## config.mk

```make
export PLATFORM = sky130hd
export DESIGN_NAME = vga_image_scanner
export DESIGN_NICKNAME = d
export VERILOG_FILES = /design/src/rtl/vga_image_scanner.sv
export SDC_FILE = /design/constraint.sdc
export NUM_CORES = 1
export LEC_CHECK = 0
export CAP_MARGIN = 20
export CORE_UTILIZATION = 30
export CTS_CLUSTER_SIZE = 25
export DETAILED_ROUTE_END_ITERATION = 8
export PLACE_DENSITY = 0.47
export SLEW_MARGIN = 20
export SYNTH_ARGS = -nofsm -noshare
export SYNTH_HDL_FRONTEND = slang
export SYNTH_SLANG_ARGS = --single-unit
```

## constraint.sdc

```tcl
create_clock -name clk -period 2.9 [get_ports clk]
set_input_delay 0.58 -clock clk [delete_from_list [all_inputs] [get_ports clk]]
set_output_delay 0.58 -clock clk [all_outputs]
set_load 0.01 [all_outputs]
```

## src/rtl/vga_image_scanner.sv

```systemverilog
// Raster engine: VGA timing from a pixel-enable divider, a running image address
// for the memory stage, and a one-tick-delayed grayscale/sync output stage.
module vga_image_scanner #(
    parameter int          H_VIS     = 640,
    parameter int          H_FP      = 16,
    parameter int          H_SYNC    = 96,
    parameter int          H_BP      = 48,
    parameter int          V_VIS     = 480,
    parameter int          V_FP      = 10,
    parameter int          V_SYNC    = 2,
    parameter int          V_BP      = 33,
    parameter int          IMG_W     = 256,
    parameter int          IMG_H     = 256,
    parameter logic [31:0] BASE_ADDR = 32'h0000_0000,
    parameter int          CLK_DIV   = 2,
    parameter int          RD_LAT    = 1
) (
    input  logic        clk,
    input  logic        rst_n,
    input  logic [7:0]  ImageData,
    output logic [31:0] vgaAddress,
    output logic        hsync_n,
    output logic        vsync_n,
    output logic        video_on,
    output logic [7:0]  pixel_gray,
    output logic        frame_start
);

    localparam int H_TOT = H_VIS + H_FP + H_SYNC + H_BP;
    localparam int V_TOT = V_VIS + V_FP + V_SYNC + V_BP;
    localparam int HW    = $clog2(H_TOT);
    localparam int VW    = $clog2(V_TOT);
    localparam int DW    = (CLK_DIV > 1) ? $clog2(CLK_DIV) : 1;

    localparam int HS_FIRST = H_VIS + H_FP;
    localparam int HS_END   = H_VIS + H_FP + H_SYNC;
    localparam int VS_FIRST = V_VIS + V_FP;
    localparam int VS_END   = V_VIS + V_FP + V_SYNC;

    // ImageData is sampled on the tick, so the memory must answer within one tick.
    if (RD_LAT >= CLK_DIV) begin : g_bad_rd_lat
        $error("vga_image_scanner: RD_LAT must be smaller than CLK_DIV");
    end

    logic [DW-1:0] div;
    logic [HW-1:0] h_cnt;
    logic [VW-1:0] v_cnt;
    logic [HW-1:0] h_next;
    logic [VW-1:0] v_next;

    logic tick;
    logic h_last;
    logic v_last;
    logic wrap;
    logic in_img;
    logic next_in_img;
    logic visible;
    logic hs_active;
    logic vs_active;
    logic at_origin;

    assign tick   = (int'(div) == CLK_DIV - 1);
    assign h_last = (int'(h_cnt) == H_TOT - 1);
    assign v_last = (int'(v_cnt) == V_TOT - 1);
    assign wrap   = h_last && v_last;

    always_comb begin
        h_next = h_cnt + 1'b1;
        v_next = v_cnt;
        if (h_last) begin
            h_next = '0;
            v_next = v_last ? '0 : v_cnt + 1'b1;
        end
    end

    assign in_img      = (int'(h_cnt) < IMG_W) && (int'(v_cnt) < IMG_H);
    // The address steps when the position being entered is an image pixel, so the
    // last pixel of each row (and of the frame) stays on the bus through blanking.
    assign next_in_img = (int'(h_next) < IMG_W) && (int'(v_next) < IMG_H);

    assign visible   = (int'(h_cnt) < H_VIS) && (int'(v_cnt) < V_VIS);
    assign hs_active = (int'(h_cnt) >= HS_FIRST) && (int'(h_cnt) < HS_END);
    assign vs_active = (int'(v_cnt) >= VS_FIRST) && (int'(v_cnt) < VS_END);
    assign at_origin = (h_cnt == '0) && (v_cnt == '0);

    // NOTE: all state is updated with non-blocking assignments so every register
    // samples the pre-edge position; the output stage relies on that to lag one tick.
    always_ff @(posedge clk) begin
        if (!rst_n) begin
            div         <= '0;
            h_cnt       <= '0;
            v_cnt       <= '0;
            vgaAddress  <= BASE_ADDR;
            hsync_n     <= 1'b1;
            vsync_n     <= 1'b1;
            video_on    <= 1'b0;
            pixel_gray  <= 8'h00;
            frame_start <= 1'b0;
        end else begin
            div         <= tick ? '0 : div + 1'b1;
            frame_start <= tick && at_origin;
            if (tick) begin
                h_cnt <= h_next;
                v_cnt <= v_next;

                if (wrap) begin
                    vgaAddress <= BASE_ADDR;
                end else if (next_in_img) begin
                    vgaAddress <= vgaAddress + 32'd1;
                end

                hsync_n    <= !hs_active;
                vsync_n    <= !vs_active;
                video_on   <= visible;
                pixel_gray <= (visible && in_img) ? ImageData : 8'h00;
            end
        end
    end

endmodule

```

---- Yosys cells after proc, flatten, opt, wreduce, memory -nomap -nowiden ----
Index checks and enable logic that the tools add are counted.
operators by class
  div/mod/pow operators ................... 0
  add/sub/neg operators ................... 4
  shift-type cells ........................ 0
  $mul .................................... 0
  bitwise gates (word level) .............. 1
  order comparisons ....................... 10
  reduce and logical (&&, ||, !) cells .... 16
  eq/ne operators ......................... 2
  mux-type cells .......................... 6
operators with widths
  operator                                               count
  2-to-1 mux 32 bit                                      2
  < comparator 10 x 9 -> 1 bit (second input constant)   6
  adder 32 x 1 -> 32 bit (second input constant)         1
  2-to-1 mux 10 bit                                      3
  adder 10 x 1 -> 10 bit (second input constant)         2
  logical NOT 10 bit                                     2
  < comparator 10 bit (second input constant)            2
  == test 10 bit (second input constant)                 1
  == test 10 x 9 -> 1 bit (second input constant)        1
  >= comparator 10 bit (second input constant)           1
  >= comparator 10 x 9 -> 1 bit (second input constant)  1
  logical AND 1 bit                                      9
  2-to-1 mux 8 bit                                       1
  logical NOT 1 bit                                      2
  AND reduction 2 bit                                    1
  nonzero test 2 bit                                     1
  OR reduction 2 bit                                     1
  adder 1 bit (second input constant)                    1
  NOT 1 bit                                              1
word-level totals
  latch bits .............................. 0
  bits in registers ....................... 65
  bits of input ports ..................... 10
  memories ................................ 0
  ROM bits ................................ 0
  RAM bits ................................ 0

---- Logic depth before layout (Yosys ltp) ----
Gate-level depths: netlist of run 1.
  depth after elaboration ................. 7
  gate-level depth with buffers ........... 9
  depth with buffers taken out ............ 7

---- Worst setup path after synthesis of run 1 ----
OpenSTA, ideal clock, no wires.
  path type ............................... reg2reg
  start ................................... reg h_cnt[5]
  end ..................................... reg vgaAddress[12]
  data arrival time ....................... 2.445 ns
  data required time ...................... 2.766 ns
  cell stages (with the launch flop) ...... 9
  path buffers ............................ 2
  setup slack ............................. 0.320 ns
  clock period less this slack ............ 2.580 ns
  setup time .............................. 0.134 ns
  cell sequence ........................... dfxtp_1 buf_6 or4b_4 nor3_4 a31oi_2 a2111o_1 clkbuf_1 o311ai_1 o41ai_2
between the ends
  cells in the longest elaborated chain, start to end .. 6
  elaborated cells on any way between the ends .. 11
  those cells by class .................... add/sub (1); order compare (2); eq/ne (1); mux (3); reduce/logical (4)
RTL lines
  element                                                            line    source
  from (decl)                                                        46      logic [HW-1:0] h_cnt;
  from (signal assigned)                                             103     h_cnt <= h_next;
  adder 10 x 1 -> 10 bit or == test 10 x 9 -> 1 bit (tied branches)  68, 63
  2-to-1 mux 10 bit                                                  70      if (h_last) begin
  < comparator 10 x 9 -> 1 bit                                       79      assign next_in_img = (int'(h_next) < IMG_W) && (int'(v_next) < IMG_H);
  logical AND 1 bit                                                  79
  nonzero test 2 bit (no source line)                                --
  AND reduction 2 bit (no source line)                               --
  to (signal assigned)                                               109     vgaAddress <= vgaAddress + 32'd1;
  to (decl)                                                          21      output logic [31:0] vgaAddress,
Parallel ways exist; a longest one is shown, timed or not.
A chain may end at the register's enable or synchronous reset.

---- Worst setup path in the final report of run 1 ----
  start ................................... reg h_cnt[5]
  end ..................................... reg vgaAddress[23]
Same word-level chain as after synthesis.

==> metrics, run 1 <==
area occupied by multi-input gates 2050 um2; slowest stage delay, CP 0.59 ns; first-pass GRT wire length 17.0 mm; core area 11400 um2; initial core utilization 30.8%; Final GP Congestion just under 0.8; CP max stage cell or4b_4; fraction of layout cells with a size suffix above 1 12.3%; dominant delay contributor by cell family on the critical path simple AND/OR/NAND/NOR gates; Yosys Warn Count 0; unrepaired setup endpoints after global routing false; period utilisation layout between 90% and 100%; Total Wirelength 10.5 mm; Slew Limit Fails 0; Synth Register Bits 65; die height 110 um; CP Launch Type flip-flop; Power per Cell Area 466 nW/um2; Cells after DPL 617; fin cells 632; Post-synth EDFFs 0; DRT iter0 DRCs 168; DRC Markers 0; Post-synth top flop dfxtp_1; # resized after CTS 0; post-DR wirelength/cell approximately 17 um; vias 3550; total of max-cap violations 0; WP data required 3.13 ns; # H-tree levels 3; Post-CTS Setup Inserts 0; Worst-Skew Late Latency 0.34 ns; 1st-pass router iterations 4; worst path cell trace or4b_4, nor3_4, a31oi_2, a2111oi_4, nand3_2, o41ai_1; Vias per Instance 5.62; Final Critical Period 2.67 ns; FFs w/ async S/R, synth 0%; FF/Latch Area ~1300 um2; Max FO, Critical Path 14; WP data arrival 2.90 ns; Worst Setup End Kind flip-flop; status finished clean; Max clock buf depth 2; Total GRT Usage about 19%; Relative slew margins 38.4%; Post-DP HPWL 7.07 mm; worst slew pin tran 0.925 ns; synthesized cell area roughly 3500 um2; die area between 10000 and 15000 um2; Peak supply drop 414 uV; CP Buf/Inv Count 0; initial antenna violation count 0; Horiz. Die Dim between 100 and 150 um; synthesized area per cell 8.29 um2; largest net degree at the start of global routing 36; Max Clock Skew 0.00643 ns; final hold vios 0; vias in the first global route 3305; # setup viols final 0; CTS Buf Count 9; clock-pin transition on the worst setup and hold timing paths 0.05 ns; I/O pin count 54; worst min path class reg2reg; Netlist cell types 53; Mapped Cells 424; Filler cells 1207; Fmax 0.375 GHz; Syn Nets 439; # rows 39; CTS tree done; diodes inserted 0; nets@finish 500; area growth from synthesis to layout 31.4%; clk root buf clkbuf_16; # hold bufs at CTS 0; GR Overflow Total 0; sequential area share after synthesis around 37%; Fin Setup TNS 0 ns; Lkg Pwr 1.54 nW; Num Clock Sinks 65; Port Buf Inserts 53; Final ANT Viol Nets 0; Crit Path Class reg2reg
## where the power goes
part           total (mW)  switching, mW  leakage (nW)  internal (mW)
Clock                1.09          0.389         0.148          0.704
Combinational       0.140         0.0786         0.862         0.0611
Sequential          0.921         0.0119         0.526          0.909
## cell usage in the layout (no fill, tap or decap), types with 10 or more instances in the layout
cell,netlist,routed
nand2_1,26,26
a21oi_1,25,25
inv_1,11,11
o21ai_1,11,10
nand4_1,29,29
nand3_1,25,25
nor2_1,44,44
nor4_1,12,12
o311ai_1,11,11
clkdlybuf4s50_1,0,53
dfxtp_1,65,65
buf_4,1,27
## per-stage QoR
step	utilization (%)	setup WS [ns]	power [mW]	cell area [um2]	hold slack, ns
detailed placement	37.8	0.230	1.08	4320	0.444
finish	40.4	0.232	2.15	4620	0.449
floorplan	-	0.320	1.01	3510	0.470
global route	40.4	0.0412	2.24	4620	0.491
CTS	40.4	0.207	2.20	4620	0.458
global placement	37.8	0.283	1.08	4320	0.442
## synthesized netlist by cell type, types with 5 or more instances
cell | count | area (um2)
o311ai_1 | 11 | 96.3
and3_1 | 7 | 43.8
o21ai_1 | 11 | 55.1
inv_1 | 11 | 41.3
dfxtp_1 | 65 | 1300
clkbuf_1 | 25 | 93.8
xnor2_1 | 7 | 61.3
o31ai_1 | 9 | 67.6
o311ai_0 | 5 | 43.8
nor3_1 | 7 | 35.0
a22o_1 | 8 | 70.1
nand3_1 | 25 | 125
a21oi_1 | 25 | 125
o41ai_2 | 6 | 97.6
ha_1 | 5 | 62.6
nor4_1 | 12 | 75.1
nor2_1 | 44 | 165
and2_1 | 6 | 37.5
nand4_1 | 29 | 181
xor2_1 | 6 | 52.6
nand2_1 | 26 | 97.6
o21ai_0 | 5 | 25.0
a31oi_1 | 6 | 37.5
or3_1 | 9 | 56.3
and4_1 | 6 | 52.6
## cell type report
| type | instances | area share (%) |
|---|---|---|
| tap | 143 | 3.87 |
| sequential | 65 | 28.2 |
| clock buffer | 12 | 5.55 |
| inverter | 11 | 0.894 |
| clock inverter | 3 | 0.867 |
| multi-input combinational | 317 | 44.3 |
| timing repair buffer | 81 | 16.3 |
## worst min-delay path, delay by kind of cell, from the launching register on
kind | cells | cell delay, ns
AOI/OAI and AO/OA | 1 | 0.05
DFF | 1 | 0.30
buffers and inverters | 1 | 0.05
## per-layer routing
metal | wire length, um | GRT usage [%] | up-vias
li1 | - | - | 1741
met3 | 375 | 5.70 | 9
met2 | 5150 | 30.0 | 67
met1 | 4910 | 23.7 | 1733
met4 | 93 | 5.36 | 0
met5 | 0 | 0 | -
## kinds of logic (layout without fill, tap and decap cells)
family          Yosys count  in the layout  synth area share (%)
simple gates            190            190                  29.5
compound gates          108            108                  23.3
flops                    65             65                  37.0
buf+inv                  42            107                  4.84
xor+xnor                 13             13                  3.24
fa+ha+maj                 5              5                  1.78
mux                       1              1                 0.285
## path summary, 6_finish.rpt
kind / slack (ns) / from / cells past startpoint / end
worst max-delay path: 0.23 / h_cnt[5] / 6 / vgaAddress[23]
worst min register to register: 0.45 / hsync_n / 2 / hsync_n
worst min-delay path: 0.45 / hsync_n / 2 / hsync_n
worst max register to register: 0.23 / h_cnt[5] / 6 / vgaAddress[23]
## registers in the layout, indices dropped and copies added (netlist names)
| signal | cells |
|---|---|
| vgaAddress | 32 |
| h_cnt | 10 |
| v_cnt | 10 |
| pixel_gray | 8 |
| div | 1 |
| frame_start | 1 |
| hsync_n | 1 |
| video_on | 1 |
| vsync_n | 1 |
No activity file was read; power rests on OpenSTA's default activity.
==> inputs of run 2 (changes only) <==
--- a/config.mk
+++ b/config.mk
@@ -9,2 +9,3 @@
 export CORE_UTILIZATION = 30
+export CTS_CLUSTER_DIAMETER = 120
 export CTS_CLUSTER_SIZE = 25
==> constraint.sdc (replaced) <==
create_clock -name clk -period 2.9 [get_ports clk]
set_input_delay 0.29 -clock clk [delete_from_list [all_inputs] [get_ports clk]]
set_output_delay 0.29 -clock clk [all_outputs]
set_load 0.01 [all_outputs]
==> run 2 against run 1 <==
  * Critical path type unchanged
  * Sequential power barely moved
  * Total power rose by 13%
  * Setup slack barely moved
  * Utilization rose by 0.65 points
  * Via count fell by 0.56%
  * Largest power group unchanged
  * Flip-flop and latch count did not move
  * Register-to-register slack barely moved
==> metrics, run 2 (same netlist as run 1, synthesis figures left out) <==
status finished clean; worst min path class reg2reg; Num Clock Sinks 65 (unchanged); Port Buf Inserts 53 (unchanged); fraction of layout cells with a size suffix above 1 12.5% (+0.20 points); area growth from synthesis to layout 33.5%; Slew Limit Fails 0 (unchanged); WHS Path Cells 2 (unchanged); # H-tree levels 3 (unchanged); area occupied by multi-input gates 2050 um2 (unchanged); Worst-Skew Late Latency 0.33 ns (about the same); CTS Buf Count 9 (unchanged); Max Clock Skew 0.00679 ns (+0.000361 ns); clk root buf clkbuf_16; Final Critical Period 2.67 ns (+0.000101 ns); CP Launch Type flip-flop; vias in the first global route 3350 (+1.4%); I/O pin count 54 (unchanged); Total Wirelength 10.5 mm (-0.45%); period utilisation layout 92.0% (about the same); worst slew pin tran 0.925 ns (+0.000581 ns); Fin Setup TNS 0 ns (unchanged); worst path cell trace or4b_4, nor3_4, a31oi_2, a2111oi_4, nand3_2, o41ai_1; WP data arrival 2.90 ns (about the same); met3 WL post-DR 246 um (-34%); DRT iter0 DRCs 163 (-3.0%); clock-pin transition on the worst setup and hold timing paths 0.06 ns (about the same); Worst Setup End Kind flip-flop; 1st-pass router iterations 5 (+1); Final ANT Viol Nets 0 (unchanged); worst r2r dst vgaAddress[23]; final hold vios 0 (unchanged); CP max stage cell or4b_4; Vias per Instance 5.59 (-0.56%); diodes inserted 0 (unchanged); Crit Path Class reg2reg; vias 3530 (-0.56%); # resized after CTS 0 (unchanged); CTS tree done; FF/Latch Area 1300 um2 (unchanged); unrepaired setup endpoints after global routing false; most common cell after layout, fill and taps aside dfxtp_1; commonest cells after routing, fill and taps aside dfxtp_1 (65), clkdlybuf4s50_1 (53), nor2_1 (44), nand4_1 (29); Total GRT Usage 18.3% (-0.23 points); Largest register FFs 32 (unchanged); hold path start hsync_n; first-pass GRT wire length 17.0 mm (-0.21%); Post-CTS Setup Inserts 0 (unchanged); # setup viols final 0 (unchanged); final core occ 41.1% (+0.65 points); WP data required 3.13 ns (about the same); initial core utilization 30.8% (unchanged); R2R Path Start h_cnt[5]; Fmax 0.375 GHz (about the same); Relative slew margins 38.3% (-0.039 points); die area 12200 um2 (unchanged); GR Overflow Total 0 (unchanged); dominant delay contributor by cell family on the critical path simple AND/OR/NAND/NOR gates; Lkg Pwr 1.57 nW (+2.1%); slowest stage delay, CP 0.58 ns (about the same); Max clock buf depth 2 (unchanged); R2R Setup Slk 0.23 ns (about the same); largest net degree at the start of global routing 36 (unchanged); nets@finish 499 (-0.20%); largest reg by FF count vgaAddress; Max Used Layer met4; Peak supply drop 254 uV (-39%); met1 wire length 5.17 mm (+5.4%); Post-DP HPWL 7.04 mm (-0.43%); Filler cells 1220 (+1.1%); # rows 39 (unchanged); DRC Markers 0 (unchanged); post-DR wirelength/cell 16.6 um (-0.45%); initial antenna violation count 0 (unchanged); die height 110 um (unchanged); total of max-cap violations 0 (unchanged); Hold Crit Endpoint hsync_n; CP Buf/Inv Count 0 (unchanged); Horiz. Die Dim 110 um (unchanged); Top Registers vgaAddress x32, h_cnt x10, v_cnt x10; # hold bufs at CTS 0 (unchanged); Max FO, Critical Path 14 (unchanged); Final GP Congestion 0.794 (about the same); metal2 WL 4.89 mm (-5.1%); Power per Cell Area 521 nW/um2 (+12%); core area 11400 um2 (unchanged); worst r2r path cells 6 (unchanged); CP Launch Point h_cnt[5]
-- run 2: cell count changes in the layout (fill, tap and decap cells not counted) --
cell       change
buf_4          -1
bufinv_16      +3
clkbuf_1       -1
clkinv_2       -1
-- run 2: layout make-up --
class / count / area share (%)
inverter: 11 / 0.880
sequential: 65 / 27.7
multi-input combinational: 317 / 43.6
tap: 143 / 3.81
timing repair buffer: 80 / 15.9
clock inverter: 5 / 2.67
clock buffer: 11 / 5.39
-- run 2: worst max-delay path by stage --
stage                                end  slack [ns]  cells past startpoint
after floorplan           vgaAddress[12]        0.32                      8
after global placement    vgaAddress[23]        0.28                      6
after detailed placement  vgaAddress[23]        0.26                      6
after CTS                 vgaAddress[23]        0.21                      6
after global routing      vgaAddress[23]        0.05                      7
final                     vgaAddress[23]        0.23                      6
-- run 2: worst register-to-register path, stage by stage, from the launching register on --
cell and delay [ns]:
dfxtp_1 0.30, or4b_4 0.58, nor3_4 0.25, a31oi_2 0.17, a2111oi_4 0.38, nand3_2 0.43, o41ai_1 0.46
-- run 2: through the flow --
stage               hold slack, ns  setup slack [ns]  instances  power, mW  cell area [um2]
finish                       0.449             0.232        632       2.44             4690
global route                 0.492            0.0463        632       2.51             4690
CTS                          0.458             0.207        632       2.46             4690
detailed placement           0.445             0.255        616       1.08             4310
global placement             0.442             0.283        616       1.08             4310
floorplan                    0.416             0.320        424       1.01             3510
-- run 2: power by group --
group	switching (mW)	internal [mW]	leakage [nW]
Sequential	0.0122	0.908	0.526
Clock	0.410	0.972	0.186
Combinational	0.0792	0.0611	0.856
Total	0.501	1.94	1.57
-- run 2: layer usage --
metal,track usage [%],vias to the layer above
li1,-,1744
met5,0,-
met2,29.6,55
met1,24.0,1717
met4,7.14,0
met3,3.53,14
==> inputs of run 3 (changes only) <==
Settings changed: CORE_UTILIZATION 30 to 54, PLACE_DENSITY 0.47 to 0.77.
==> run 3 against run 2 <==
  * Via count up 0.85%
  * Register-to-register slack worse by 0.06 ns
  * Non-clock buffer count down 10
==> metrics, run 3 (same netlist as run 1, synthesis figures left out) <==
Vias per Instance 6.40 (+15%); # H-tree levels 3 (unchanged); initial antenna violation count 0 (unchanged); most common cell after layout, fill and taps aside dfxtp_1; area growth from synthesis to layout 25.0%; dominant delay contributor by cell family on the critical path compound AO/OA/AOI/OAI gates; met3 WL post-DR 688 um (+180%); worst slew pin tran 0.787 ns (-0.138 ns); vias 3560 (+0.85%); met1 wire length 4.07 mm (-21%); Max Used Layer met4; WHS Path Cells 2 (unchanged); final hold vios 0 (unchanged); # setup viols final 0 (unchanged); CTS Buf Count 9 (unchanged); Worst-Skew Late Latency 0.35 ns (+0.02 ns); Worst Setup End Kind flip-flop; Port Buf Inserts 53 (unchanged); core area 6310 um2 (-45%); Num Clock Sinks 65 (unchanged); I/O pin count 54 (unchanged); unrepaired setup endpoints after global routing false; initial core utilization 55.7% (+25 points); DRT iter0 DRCs 202 (+24%); R2R Setup Slk 0.18 ns (-0.06 ns); worst r2r path cells 7 (+1); # hold bufs at CTS 0 (unchanged); worst min path class reg2reg; GR Overflow Total 0 (unchanged); clock-pin transition on the worst setup and hold timing paths 0.07 ns (about the same); Largest register FFs 32 (unchanged); Fin Setup TNS 0 ns (unchanged); die height 82.7 um (-25%); post-DR wirelength/cell 16.6 um (+0.23%); Final Critical Period 2.72 ns (+0.0561 ns); Relative slew margins 47.3% (+9.0 points); first-pass GRT wire length 14.8 mm (-13%); Final GP Congestion 0.923 (+16%); Max Clock Skew 0.00972 ns (+0.00293 ns); CP Launch Type flip-flop; Crit Path Class reg2reg; # resized after CTS 0 (unchanged); slowest stage delay, CP 0.59 ns (about the same); Lkg Pwr 1.45 nW (-7.4%); Peak supply drop 359 uV (+41%); R2R Path Start h_cnt[6]; Hold Crit Endpoint video_on; worst r2r dst vgaAddress[12]; Total GRT Usage 28.2% (+9.9 points); status finished clean; hold path start video_on; nets@finish 489 (-2.0%); CTS tree done; CP Buf/Inv Count 1 (+1); metal2 WL 4.35 mm (-11%); CP max stage cell or4b_4; Filler cells 515 (-58%); Power per Cell Area 452 nW/um2 (-13%); Post-CTS Setup Inserts 0 (unchanged); Max FO, Critical Path 32 (+18); 1st-pass router iterations 5 (unchanged); DRC Markers 0 (unchanged); largest net degree at the start of global routing 36 (unchanged); WP data required 3.12 ns (about the same); Post-DP HPWL 6.07 mm (-14%); vias in the first global route 3097 (-7.6%); Horiz. Die Dim 82.7 um (-25%); WP data arrival 2.94 ns (+0.04 ns); Top Registers vgaAddress x32, h_cnt x10, v_cnt x10; Max clock buf depth 2 (unchanged); Post-DP Area 4150 um2 (-3.8%); Slew Limit Fails 0 (unchanged); Fmax 0.367 GHz (-2.1%); fraction of layout cells with a size suffix above 1 10.6% (-1.8 points); total of max-cap violations 0 (unchanged); Final ANT Viol Nets 0 (unchanged); period utilisation layout 93.9% (+1.9 points); Total Wirelength 9.24 mm (-12%); clk root buf clkbuf_8; die area 6840 um2 (-44%); final instance area 4390 um2 (-6.4%); diodes inserted 0 (unchanged); largest reg by FF count vgaAddress; commonest cells after routing, fill and taps aside dfxtp_1 (65), clkdlybuf4s50_1 (53), nor2_1 (44), nand4_1 (29), nand2_1 (26); worst path cell trace or4b_4, nor3_4, a31oi_2, a2111o_1, buf_4, o311ai_1, o41ai_2; # rows 29 (-26%)
run 3: cell types whose count changed in the layout (fill, tap and decap cells not counted), sizes merged:
cell    delta
clkinv     +2
inv        +1
clkbuf     -2
buf       -10
bufinv     -1
run 3: worst max path at each step:
stage / start / to / depth (start not counted)
6_report: h_cnt[6] / vgaAddress[12] / 7
3_5_place_dp: h_cnt[6] / vgaAddress[12] / 7
5_1_grt: h_cnt[0] / vgaAddress[12] / 8
2_1_floorplan: h_cnt[5] / vgaAddress[12] / 8
4_1_cts: h_cnt[6] / vgaAddress[12] / 7
3_3_place_gp: h_cnt[6] / vgaAddress[5] / 7
run 3: worst reg2reg max path: stages (launching register included):
cell and delay, ns:
dfxtp_1 0.38, or4b_4 0.59, nor3_4 0.26, a31oi_2 0.18, a2111o_1 0.40, buf_4 0.24, o311ai_1 0.41, o41ai_2 0.14
run 3: area by class of cell:
class | instances | area, um2 | share of cell area [%]
multi-input cells | 317 | 2050 | 46.8
inverters | 11 | 41.3 | 0.940
clock inverters | 7 | 118 | 2.68
repair buffers | 70 | 658 | 15.0
clock buffers | 9 | 124 | 2.82
well taps | 77 | 96.3 | 2.19
flip-flops and latches | 65 | 1300 | 29.6
run 3: through the flow:
step | total power [mW] | hold WS (ns) | utilization (%) | setup slack (ns) | std cells
floorplan | 1.01 | 0.416 | - | 0.320 | 424
global placement | 1.07 | 0.436 | 65.6 | 0.318 | 540
detailed placement | 1.07 | 0.461 | 65.8 | 0.260 | 540
CTS | 2.00 | 0.475 | 69.6 | 0.179 | 556
global route | 2.05 | 0.503 | 69.6 | 0.0501 | 556
finish | 1.99 | 0.470 | 69.6 | 0.176 | 556
run 3: where the power goes:
| part | switching (mW) | internal, mW |
|---|---|---|
| clock | 0.360 | 0.572 |
| sequential | 0.0117 | 0.907 |
| combinational | 0.0765 | 0.0574 |
| total | 0.449 | 1.54 |
run 3: layer usage:
| layer | vias to the layer above | global-route usage [%] |
|---|---|---|
| li1 | 1722 | - |
| met4 | 0 | 9.14 |
| met1 | 1655 | 37.4 |
| met2 | 165 | 44.3 |
| met3 | 18 | 7.36 |
| met5 | - | 0 |
